<file path="src/rtl/opl2_host_if.sv">
// opl2_host_if: host bus decode, write FIFO and paced opl2_reg_wr issue; OPL2_HOST_IF_DROP_COUNT_EN adds drop_count.
module opl2_host_if #(
    parameter int FIFO_DEPTH    = 4,
    parameter int WR_GAP_CYCLES = 8
) (
    input  logic       clk,
    input  logic       reset,
    input  logic       host_cs_n,
    input  logic       host_wr_n,
    input  logic       host_rd_n,
    input  logic       host_a0,
    input  logic [7:0] host_din,
    output logic [7:0] host_dout,
    input  logic [7:0] status,
    output logic       opl2_reg_wr_valid,
    output logic [7:0] opl2_reg_wr_address,
    output logic [7:0] opl2_reg_wr_data,
`ifdef OPL2_HOST_IF_DROP_COUNT_EN
    output logic [7:0] drop_count,
`endif
    output logic       busy
);
    localparam int AW = $clog2(FIFO_DEPTH);
    localparam logic [AW:0] PTR_ONE = {{AW{1'b0}}, 1'b1};
    typedef enum logic [1:0] {IDLE, ISSUE, GAP} state_t;
    state_t state, state_nx;
    logic [15:0] mem [FIFO_DEPTH];
    logic [AW:0] wptr, rptr;
    logic [7:0] addr_latch, gap_cnt, rd_hi;
    logic wr_n_q, rd_n_q, wr_ev, rd_ev, full, empty, push, pop;
    assign wr_ev = wr_n_q & ~host_wr_n & ~host_cs_n;
    assign rd_ev = rd_n_q & ~host_rd_n & ~host_cs_n;
    assign empty = wptr == rptr;
    assign full  = (wptr[AW] != rptr[AW]) && (wptr[AW-1:0] == rptr[AW-1:0]);
    assign push  = wr_ev & host_a0 & ~full;
    assign pop   = (state == IDLE) & ~empty;
    assign busy  = ~empty | (state != IDLE);
`ifdef OPL2_HOST_IF_DROP_COUNT_EN
    assign rd_hi = drop_count;
`else
    assign rd_hi = 8'hFF;
`endif
    always_comb begin
        state_nx = state;
        if (pop)
            state_nx = ISSUE;
        else if (state == ISSUE)
            state_nx = (WR_GAP_CYCLES == 0) ? IDLE : GAP;
        else if (state == GAP && gap_cnt == 8'd0)
            state_nx = IDLE;
    end
    always_ff @(posedge clk)
        state <= reset ? IDLE : state_nx;
    always_ff @(posedge clk)
        if (push)
            mem[wptr[AW-1:0]] <= {addr_latch, host_din};
    always_ff @(posedge clk) begin
        if (reset) begin
            wr_n_q              <= 1'b0;
            rd_n_q              <= 1'b0;
            addr_latch          <= 8'd0;
            wptr                <= '0;
            rptr                <= '0;
            gap_cnt             <= 8'd0;
            opl2_reg_wr_valid   <= 1'b0;
            opl2_reg_wr_address <= 8'd0;
            opl2_reg_wr_data    <= 8'd0;
            host_dout           <= 8'd0;
        end else begin
            wr_n_q <= host_wr_n;
            rd_n_q <= host_rd_n;
            if (wr_ev && !host_a0)
                addr_latch <= host_din;
            if (push)
                wptr <= wptr + PTR_ONE;
            if (pop) begin
                rptr <= rptr + PTR_ONE;
                {opl2_reg_wr_address, opl2_reg_wr_data} <= mem[rptr[AW-1:0]];
            end
            opl2_reg_wr_valid <= pop;
            // Counter runs only in GAP; it is loaded while still in ISSUE.
            if (state == ISSUE && WR_GAP_CYCLES != 0)
                gap_cnt <= 8'(WR_GAP_CYCLES - 1);
            else if (state == GAP && gap_cnt != 8'd0)
                gap_cnt <= gap_cnt - 8'd1;
            if (rd_ev)
                host_dout <= host_a0 ? rd_hi : status;
        end
    end
`ifdef OPL2_HOST_IF_DROP_COUNT_EN
    always_ff @(posedge clk)
        if (reset)
            drop_count <= 8'd0;
        else if (wr_ev && host_a0 && full && drop_count != 8'hFF)
            drop_count <= drop_count + 8'd1;
`endif
endmodule

</file>
<file path="config.mk">
export PLATFORM = sky130hd
export DESIGN_NAME = opl2_host_if
export DESIGN_NICKNAME = d
export VERILOG_FILES = /design/src/rtl/opl2_host_if.sv
export SDC_FILE = /design/constraint.sdc
export NUM_CORES = 1
export LEC_CHECK = 0
export CORE_MARGIN = 2
export CORE_UTILIZATION = 60
export CTS_BUF_LIST = sky130_fd_sc_hd__clkbuf_2 sky130_fd_sc_hd__clkbuf_4 sky130_fd_sc_hd__clkbuf_8
export CTS_CLUSTER_DIAMETER = 40
export DETAILED_ROUTE_END_ITERATION = 6
export PLACE_DENSITY = 0.84
export SLEW_MARGIN = 0
export SYNTH_ARGS = -nofsm -noshare
export SYNTH_HDL_FRONTEND = slang
export SYNTH_SLANG_ARGS = --single-unit
</file>
<file path="constraint.sdc">
create_clock -name clk -period 3.15 [get_ports clk]
set_input_delay 0.63 -clock clk [delete_from_list [all_inputs] [get_ports clk]]
set_output_delay 0.63 -clock clk [all_outputs]
set_load 0.01 [all_outputs]
</file>
==> results of run 1 <==
## where the power goes
part           total (W)  switching, W  internal [W]
Sequential       0.00177     0.0000760       0.00169
Combinational   0.000838      0.000395      0.000443
Clock            0.00134      0.000524      0.000812
Total            0.00395      0.000995       0.00295
## layer usage
metal | up-vias | GRT usage (%) | wire length (um)
met1 | 1316 | 28.88 | 3393
met4 | 0 | 11.29 | 151
met5 | - | 0 | 0
met3 | 18 | 6.903 | 418
li1 | 1239 | - | -
met2 | 79 | 38.87 | 4208
## cell usage in the layout (no fill, tap or decap), types with 2 or more instances in the layout
cell / Yosys / layout
nor3b_1: 3 / 3
a211oi_1: 9 / 9
nor2_1: 28 / 28
a31oi_1: 2 / 2
nand2b_1: 2 / 2
edfxtp_1: 64 / 64
buf_4: 1 / 9
xor2_1: 7 / 7
or4_1: 2 / 2
a21oi_1: 14 / 14
and2_1: 4 / 4
ha_1: 6 / 6
dfxtp_1: 51 / 51
nor2b_1: 4 / 4
clkdlybuf4s50_1: 0 / 47
inv_1: 6 / 6
mux4_2: 16 / 16
xnor2_1: 3 / 3
or3_1: 2 / 2
clkinv_2: 0 / 3
nand2_1: 20 / 20
bufinv_16: 0 / 2
clkbuf_8: 0 / 20
clkbuf_4: 0 / 6
a22o_1: 17 / 17
nand3_1: 2 / 2
a311o_1: 2 / 2
## logic make-up after synthesis
kind of cell / count (synthesis) / share of synthesized area (%)
adders and majority gates: 6 / 1.737
DFF: 115 / 68.08
xor gates and xnor gates: 10 / 2.026
AOI/OAI and AO/OA: 53 / 9.175
muxes: 17 / 8.567
buffers and inverters: 20 / 2.084
and+or+nand+nor: 75 / 8.336
## sequential cells by signal, summed over array words and instances (netlist names)
signal	flops
addr_latch	8
opl2_reg_wr_data	8
wptr	3
gap_cnt	8
host_dout	8
rd_n_q	1
opl2_reg_wr_address	8
state	2
mem	64
rptr	3
opl2_reg_wr_valid	1
wr_n_q	1
## through the flow
| step | instances | setup slack, ps | hold slack (ps) |
|---|---|---|---|
| 2_1_floorplan | 296 | 1063 | 458.2 |
| 3_5_place_dp | 434 | 619.3 | 466.9 |
| 4_1_cts | 466 | 559.8 | 481.1 |
| 3_3_place_gp | 434 | 691.3 | 460.5 |
| 6_report | 466 | 562.4 | 478.0 |
| 5_1_grt | 466 | 463.7 | 487.6 |
## layout make-up
class                           instances  area share [%]
Tap cell                               96           2.261
Clock inverter                          6           1.484
Multi-Input combinational cell        161           24.28
Timing Repair Buffer                   56           10.13
Clock buffer                           26           6.029
Sequential cell                       115           55.39
Inverter                                6          0.4239
## worst min path at each step
| stage | from | end |
|---|---|---|
| floorplan | gap_cnt[7]$_SDFFE_PP0P_ | gap_cnt[7]$_SDFFE_PP0P_ |
| global placement | opl2_reg_wr_address[2]$_SDFFE_PP0P_ | opl2_reg_wr_address[2]$_SDFFE_PP0P_ |
| detailed placement | opl2_reg_wr_address[3]$_SDFFE_PP0P_ | opl2_reg_wr_address[3]$_SDFFE_PP0P_ |
| CTS | opl2_reg_wr_address[2]$_SDFFE_PP0P_ | opl2_reg_wr_address[2]$_SDFFE_PP0P_ |
| global route | opl2_reg_wr_address[2]$_SDFFE_PP0P_ | opl2_reg_wr_address[2]$_SDFFE_PP0P_ |
| finish | opl2_reg_wr_address[2]$_SDFFE_PP0P_ | opl2_reg_wr_address[2]$_SDFFE_PP0P_ |
==> flow_summary.ini, run 1 <==
[power]
p_per_area_nw_per_um2 = 742.6
peakVddDrop_mv = 0.3466
leakage_nw = 1.848
fin_total_pwr_w = 0.003945

[global_routing]
grt_antenna_before_repair = 0
grtUsageTotal_pct = 23.66
grt_pass1_wl_mm = 13.41
grt_start_max_net_pins = 19
overflow = 0
grt_pass1_vias = 2701

[clock_network]
clock_path_buffers = 2
htreeDepth = 4
cts_root_buf = clkbuf_8
cts_tree = built
numCtsBuffers = 17
clock-sinks = 115
ctsResizeCount = 0
clk_latency_ps = 420
cts_hold_buf = 0
clk_pin_slew_worst_paths_ps = 60
post_cts_buffers = 0

[detailed_routing]
detail_route.wl_per_cell_um = 17.54
drt_iter0_drc = 202
drc = 0
drt_first_pass_iters = 4
routed_wl_mm = 8.172
antenna_left = 0
vias_per_cell = 5.691
via_count = 2652

[floorplan]
core-area_um2 = 6869
fp.dieArea_um2 = 7900
die_w_um = 88.88
die_height_um = 88.88
num_rows = 30
initial_core_util_pct = 62.93
pin_count = 48

[critical_path]
r2r_slack_ps = 1190
r2r_end = opl2_reg_wr_data[4]$_SDFFE_PP0P_
arrival_ps = 1960
critPathMaxStageDelay_ps = 550
critPathSlowestCell = clkdlybuf4s50_1
crit_path_end_kind = output port
setup.worst_path.start = wptr[0]$_SDFFE_PP0N_
r2r_start = wptr[0]$_SDFFE_PP0N_
cp-endpoint = busy
path_buf_inv = 1
rr_worst_depth = 4
cp.depth = 4
cp_top_family = buffers and inverters
worstSetupPathType = register to output port
crit_path_start_kind = register
path_cells = xor2_1, nor3_1, nand2_1, clkdlybuf4s50_1
crit_fanout = 5
cp.required_ps = 2520

[sta]
slew_headroom_pct = 43.56
final.min_clock_period_ps = 2588
setup_viol = 0
fin_skew_ps = 7.701
finalHoldViolations = 0
worstMarginPinSlew_ps = 845.7
max_freq_mhz = 386.5
slew_violations = 0
rsz0062_at_grt = false
finalCritPeriodShare_pct = 82.15
timing.setup.tns_ps = 0

[layout]
final_util_pct = 77.34
design_area_um2 = 5313
antenna_cells = 0
register_area_um2 = 2943
area_growth_pct = 22.89
multi_input_area_um2 = 1290
n_fill_cell = 384
final_nets = 385
drive_gt1_share_pct = 17.03

[min_path]
min_path_cells = 1
min_path_type = register to register

[yosys]
synth_nets = 324
avgSynthCellArea_um2 = 14.60
synth_top_area_cell = edfxtp_1
synth_area_leaders = edfxtp_1 (44%), dfxtp_1 (24%), mux4_2 (8.3%)
synth_edf_count = 64
ys_warn_count = 0
synth_common_cells = edfxtp_1 (64), dfxtp_1 (51), nor2_1 (28)
netlist_instances = 296
yosysMostFrequentCell = edfxtp_1
syn_area_um2 = 4323
synth.distinct_cells = 44
synth-seq-area-share_pct = 68.08
synth_seq_cells = 115
synth_top_cell_area_share_pct = 44.46
synth-async-reset-ratio_pct = 0
synth_ff_type = edfxtp_1

[placed_design]
port_buffers = 47
place_area_um2 = 4913
dpl.hpwl_mm = 5.403
gp_congestion = 0.7412

[run]
cap_violations = 0

[run_status]
status = completed
Power figures use the tool's default switching activity.
==> run 2, diff against run 1 <==
Settings changed: CORE_UTILIZATION 60 to 58, PLACE_DENSITY 0.84 to 0.82.
Clock period 3.15 ns to 2.4 ns, I/O delays scaled along.
==> run 2 against run 1 <==
Against the previous run:
- final cell count rose by 1.5%
- critical path depth did not move
- register-to-register slack got worse by 640 ps
- via count decreased by 0.53%
- sequential share of layout area decreased by 1.0 points
- first-iteration DRC count decreased by 27%
- design area grew 1.9%
==> flow_summary.ini, run 2 (same netlist as run 1, synthesis figures left out) <==
[power]
leakage_nw = 1.851
fin_total_pwr_w = 0.005183
p_per_area_nw_per_um2 = 957.2
peakVddDrop_mv = 0.6057

[sta]
fin_skew_ps = 7.416
finalHoldViolations = 0
slew_violations = 0
final.min_clock_period_ps = 2299
slew_headroom_pct = 42.47
worstMarginPinSlew_ps = 862.0
hold_slack_ps = 480.6
finalCritPeriodShare_pct = 95.79
max_freq_mhz = 435.0
setup_viol = 0

[critical_path]
cp-endpoint = busy
arrival_ps = 1820
r2r_start = gap_cnt[0]$_SDFFE_PP0P_
critPathMaxStageDelay_ps = 540
setup.worst_path.start = wptr[2]$_SDFFE_PP0N_
critPathSlowestCell = clkdlybuf4s50_1
crit_fanout = 4
path_cells = xor2_1, nor3_1, nand2_1, clkdlybuf4s50_1
r2r_slack_ps = 550
worstSetupPathType = register to output port
rr_worst_depth = 6
r2r_end = gap_cnt[1]$_SDFFE_PP0P_
crit_path_start_kind = register
cp.required_ps = 1920
crit_path_end_kind = output port

[detailed_routing]
drt_first_pass_iters = 4
detail_route.wl_per_cell_um = 17.08
antenna_left = 0
routed_wl_mm = 8.081
via_count = 2638
vias_per_cell = 5.577
drt_iter0_drc = 147
drc = 0

[placed_design]
place_area_um2 = 4997
dpl.hpwl_mm = 5.269
port_buffers = 47
post-place-cells = 441
gp_congestion = 0.7277

[global_routing]
grt_antenna_before_repair = 0
grt_start_max_net_pins = 22
grt_pass1_vias = 2729
grt_pass1_wl_mm = 13.23
grtUsageTotal_pct = 21.26
overflow = 0

[run_status]
status = completed

[layout]
final_nets = 389
n_fill_cell = 446
antenna_cells = 0
final_util_pct = 74.66
final_cell_mix = edfxtp_1 (64), dfxtp_1 (49), clkdlybuf4s50_1 (47)
mostFrequentLayoutCell = edfxtp_1
drive_gt1_share_pct = 18.72
design_area_um2 = 5415
area_growth_pct = 25.27
register_area_um2 = 2945
largest_reg_flops = 64
multi_input_area_um2 = 1305
finalNonFillerCells = 473

[floorplan]
die_w_um = 90.33
num_rows = 31
die_height_um = 90.33
core-area_um2 = 7253
fp.dieArea_um2 = 8160
initial_core_util_pct = 59.60
pin_count = 48

[clock_network]
htreeDepth = 4
clk_pin_slew_worst_paths_ps = 70
clk_latency_ps = 420
numCtsBuffers = 17
clock_path_buffers = 2
post_cts_buffers = 0
clock-sinks = 115
cts_root_buf = clkbuf_8
cts_hold_buf = 0
cts_tree = built

[min_path]
min_path_type = register to register

[run]
cap_violations = 0
## run 2: cell types whose count changed in the layout (fill, tap and decap cells not counted), sizes merged
cell      previous run  this run
clkinvlp             0         6
bufinv               2         3
clkbuf              26        17
clkinv               4         6
buf                  9        13
## run 2: layer usage
metal,track usage [%],wire (um)
met4,6.538,95
met3,7.846,472
met5,0,0
met1,24.87,3244
met2,36.72,4268
## run 2: worst min path at each step
| stage | start | to | cells after the start |
|---|---|---|---|
| 3_3_place_gp | opl2_reg_wr_address[4]$_SDFFE_PP0P_ | opl2_reg_wr_address[4]$_SDFFE_PP0P_ | 1 |
| 2_1_floorplan | gap_cnt[7]$_SDFFE_PP0P_ | gap_cnt[7]$_SDFFE_PP0P_ | 2 |
| 5_1_grt | opl2_reg_wr_data[1]$_SDFFE_PP0P_ | opl2_reg_wr_data[1]$_SDFFE_PP0P_ | 1 |
| 3_5_place_dp | opl2_reg_wr_address[4]$_SDFFE_PP0P_ | opl2_reg_wr_address[4]$_SDFFE_PP0P_ | 1 |
| 6_report | opl2_reg_wr_address[6]$_SDFFE_PP0P_ | opl2_reg_wr_address[6]$_SDFFE_PP0P_ | 1 |
| 4_1_cts | opl2_reg_wr_address[6]$_SDFFE_PP0P_ | opl2_reg_wr_address[6]$_SDFFE_PP0P_ | 1 |
## run 2: repair_timing
action,CTS,global route
resized for setup,0,4
hold endpoints to repair,0,0
setup endpoints to repair,0,1
## run 2: where the power goes
group	internal, W	switching (W)	total, W	leakage (nW)
clock network	0.00101	0.000765	0.00178	0.184
registers	0.00222	0.0000954	0.00232	1.00
logic	0.000588	0.000501	0.00109	0.667
## run 2: final cells by class
class / instances / share of cell area, %
clock inverter: 15 / 3.073
sequential: 115 / 54.39
timing repair buffer: 60 / 11.41
tap: 99 / 2.287
multi-input combinational: 161 / 24.10
clock buffer: 17 / 4.321
inverter: 6 / 0.4159
## run 2: worst max-delay path: cells and delay by family (launching register included)
family | cells | cell delay [ps]
and+or+nand+nor | 2 | 180
xor gates and xnor gates | 1 | 280
DFF | 1 | 400
buffers and inverters | 1 | 540
## run 2: per-stage QoR
| stage | worst slack [ps] | setup TNS [ps] |
|---|---|---|
| 2_1_floorplan | 441.1 | 0 |
| 3_3_place_gp | 206.9 | 0 |
| 3_5_place_dp | 176.5 | 0 |
| 4_1_cts | 0.1057 | 0 |
| 5_1_grt | -21.15 | -21.15 |
| 6_report | 101.2 | 0 |
==> run 3, diff against run 2 <==
Settings changed: CAP_MARGIN set to 10, PLACE_DENSITY 0.82 to 0.86.
==> run 3 against run 2 <==
Against the previous run:
- first-iteration DRC count rose by 12%
- fmax increased by 1.6%
- largest power group unchanged
- power grew 1.3%
- die area unchanged
- design area increased by 0.18%
- critical path type unchanged
- clock skew grew 6.2 ps
- via count is 1.4% higher
- clock-buffer cell count up 6
- sequential power about the same
- sequential share of layout area down 0.10 points
==> flow_summary.ini, run 3 (same netlist as run 1, synthesis figures left out) <==
[floorplan]
die_height_um = 90.33
pin_count = 48
fp.dieArea_um2 = 8160
die_w_um = 90.33
initial_core_util_pct = 59.60
num_rows = 31
core-area_um2 = 7253

[placed_design]
port_buffers = 47
dpl.hpwl_mm = 5.408
place_area_um2 = 4990
gp_congestion = 0.7854

[critical_path]
arrival_ps = 1780
critPathMaxStageDelay_ps = 540
cp_top_family = buffers and inverters
crit_path_start_kind = register
path_cells = xor2_2, nor3_1, nand2_1, clkdlybuf4s50_1
cp.required_ps = 1920
critPathSlowestCell = clkdlybuf4s50_1
path_buf_inv = 1
crit_fanout = 4
worstSetupPathType = register to output port
crit_path_end_kind = output port

[global_routing]
grt_pass1_wl_mm = 13.69
overflow = 0
grt_antenna_before_repair = 0
grt_start_max_net_pins = 30
grt_pass1_vias = 2762
grtUsageTotal_pct = 22.51

[sta]
timing.setup.tns_ps = 0
slew_headroom_pct = 45.73
max_freq_mhz = 441.9
fin_skew_ps = 13.60
final.min_clock_period_ps = 2263
setup_viol = 0
worstMarginPinSlew_ps = 813.1
slew_violations = 0
finalCritPeriodShare_pct = 94.29
rsz0062_at_grt = false
finalHoldViolations = 0

[clock_network]
clk_pin_slew_worst_paths_ps = 80
post_cts_buffers = 0
clock_path_buffers = 2
ctsResizeCount = 1
cts_tree = built
cts_root_buf = clkbuf_8
cts_hold_buf = 0
clock-sinks = 115
htreeDepth = 4
numCtsBuffers = 17
clk_latency_ps = 440

[detailed_routing]
drt_first_pass_iters = 5
routed_wl_mm = 8.339
via_count = 2675
vias_per_cell = 5.667
drt_iter0_drc = 165
drc = 0
detail_route.wl_per_cell_um = 17.67
antenna_left = 0

[layout]
antenna_cells = 0
mostFrequentLayoutCell = edfxtp_1
final_cell_mix = edfxtp_1 (64), dfxtp_1 (49), clkdlybuf4s50_1 (47)
largest_reg_flops = 64
area_growth_pct = 25.50
final_nets = 388
design_area_um2 = 5425
drive_gt1_share_pct = 19.30
final_util_pct = 74.80

[run]
cap_violations = 0

[power]
peakVddDrop_mv = 0.6253
p_per_area_nw_per_um2 = 967.6
fin_total_pwr_w = 0.005249
leakage_nw = 1.877

[run_status]
status = completed

[min_path]
min_path_type = register to register
==> run 3: metrics by stage <==
stage | setup WS, ps | std cells | hold slack [ps]
floorplan | 441.1 | 296 | 458.2
global placement | 197.3 | 440 | 459.9
detailed placement | 147.8 | 440 | 465.7
CTS | 30.68 | 472 | 483.4
global route | 35.76 | 472 | 490.9
finish | 137.1 | 472 | 477.9
==> run 3: area by class of cell <==
class | count | area, um^2
Sequential cell | 115 | 2945
Fill cell | 426 | 1828
Multi-Input combinational cell | 161 | 1313
Timing Repair Buffer | 59 | 610.6
Clock buffer | 23 | 310.3
Tap cell | 99 | 123.9
Clock inverter | 9 | 100.1
Inverter | 6 | 22.52
==> run 3: report_power, final <==
group	internal, W	total (W)	switching, W
sequential	0.00222	0.00232	0.000100
clock	0.00107	0.00182	0.000754
combinational	0.000587	0.00111	0.000519
==> run 3: final timing paths <==
path | startpoint | end | slack [ps] | depth (start not counted)
setup / recovery | rptr[1]$_SDFFE_PP0P_ | busy | 140 | 4
hold / removal | opl2_reg_wr_data[6]$_SDFFE_PP0P_ | opl2_reg_wr_data[6]$_SDFFE_PP0P_ | 480 | 1
setup reg to reg | gap_cnt[0]$_SDFFE_PP0P_ | gap_cnt[1]$_SDFFE_PP0P_ | 480 | 6
hold reg to reg | opl2_reg_wr_data[6]$_SDFFE_PP0P_ | opl2_reg_wr_data[6]$_SDFFE_PP0P_ | 480 | 1
==> run 3: metal layers <==
layer / vias up / share of wire [%] / global-route usage (%)
met5: - / 0 / 0
met3: 20 / 6.3 / 8.514
met2: 98 / 53 / 37.53
met1: 1320 / 38 / 25.33
met4: 0 / 2.3 / 11.54
li1: 1237 / - / -
==> run 3: worst reg2reg max path, delay by kind of cell (launching register included) <==
kind / cells / cell delay (ps)
adder cells (fa/ha/maj): 1 / 210
AND/OR/NAND/NOR: 2 / 690
buffers and inverters: 1 / 90
flip-flops: 1 / 330
AO/OA/AOI/OAI: 2 / 530
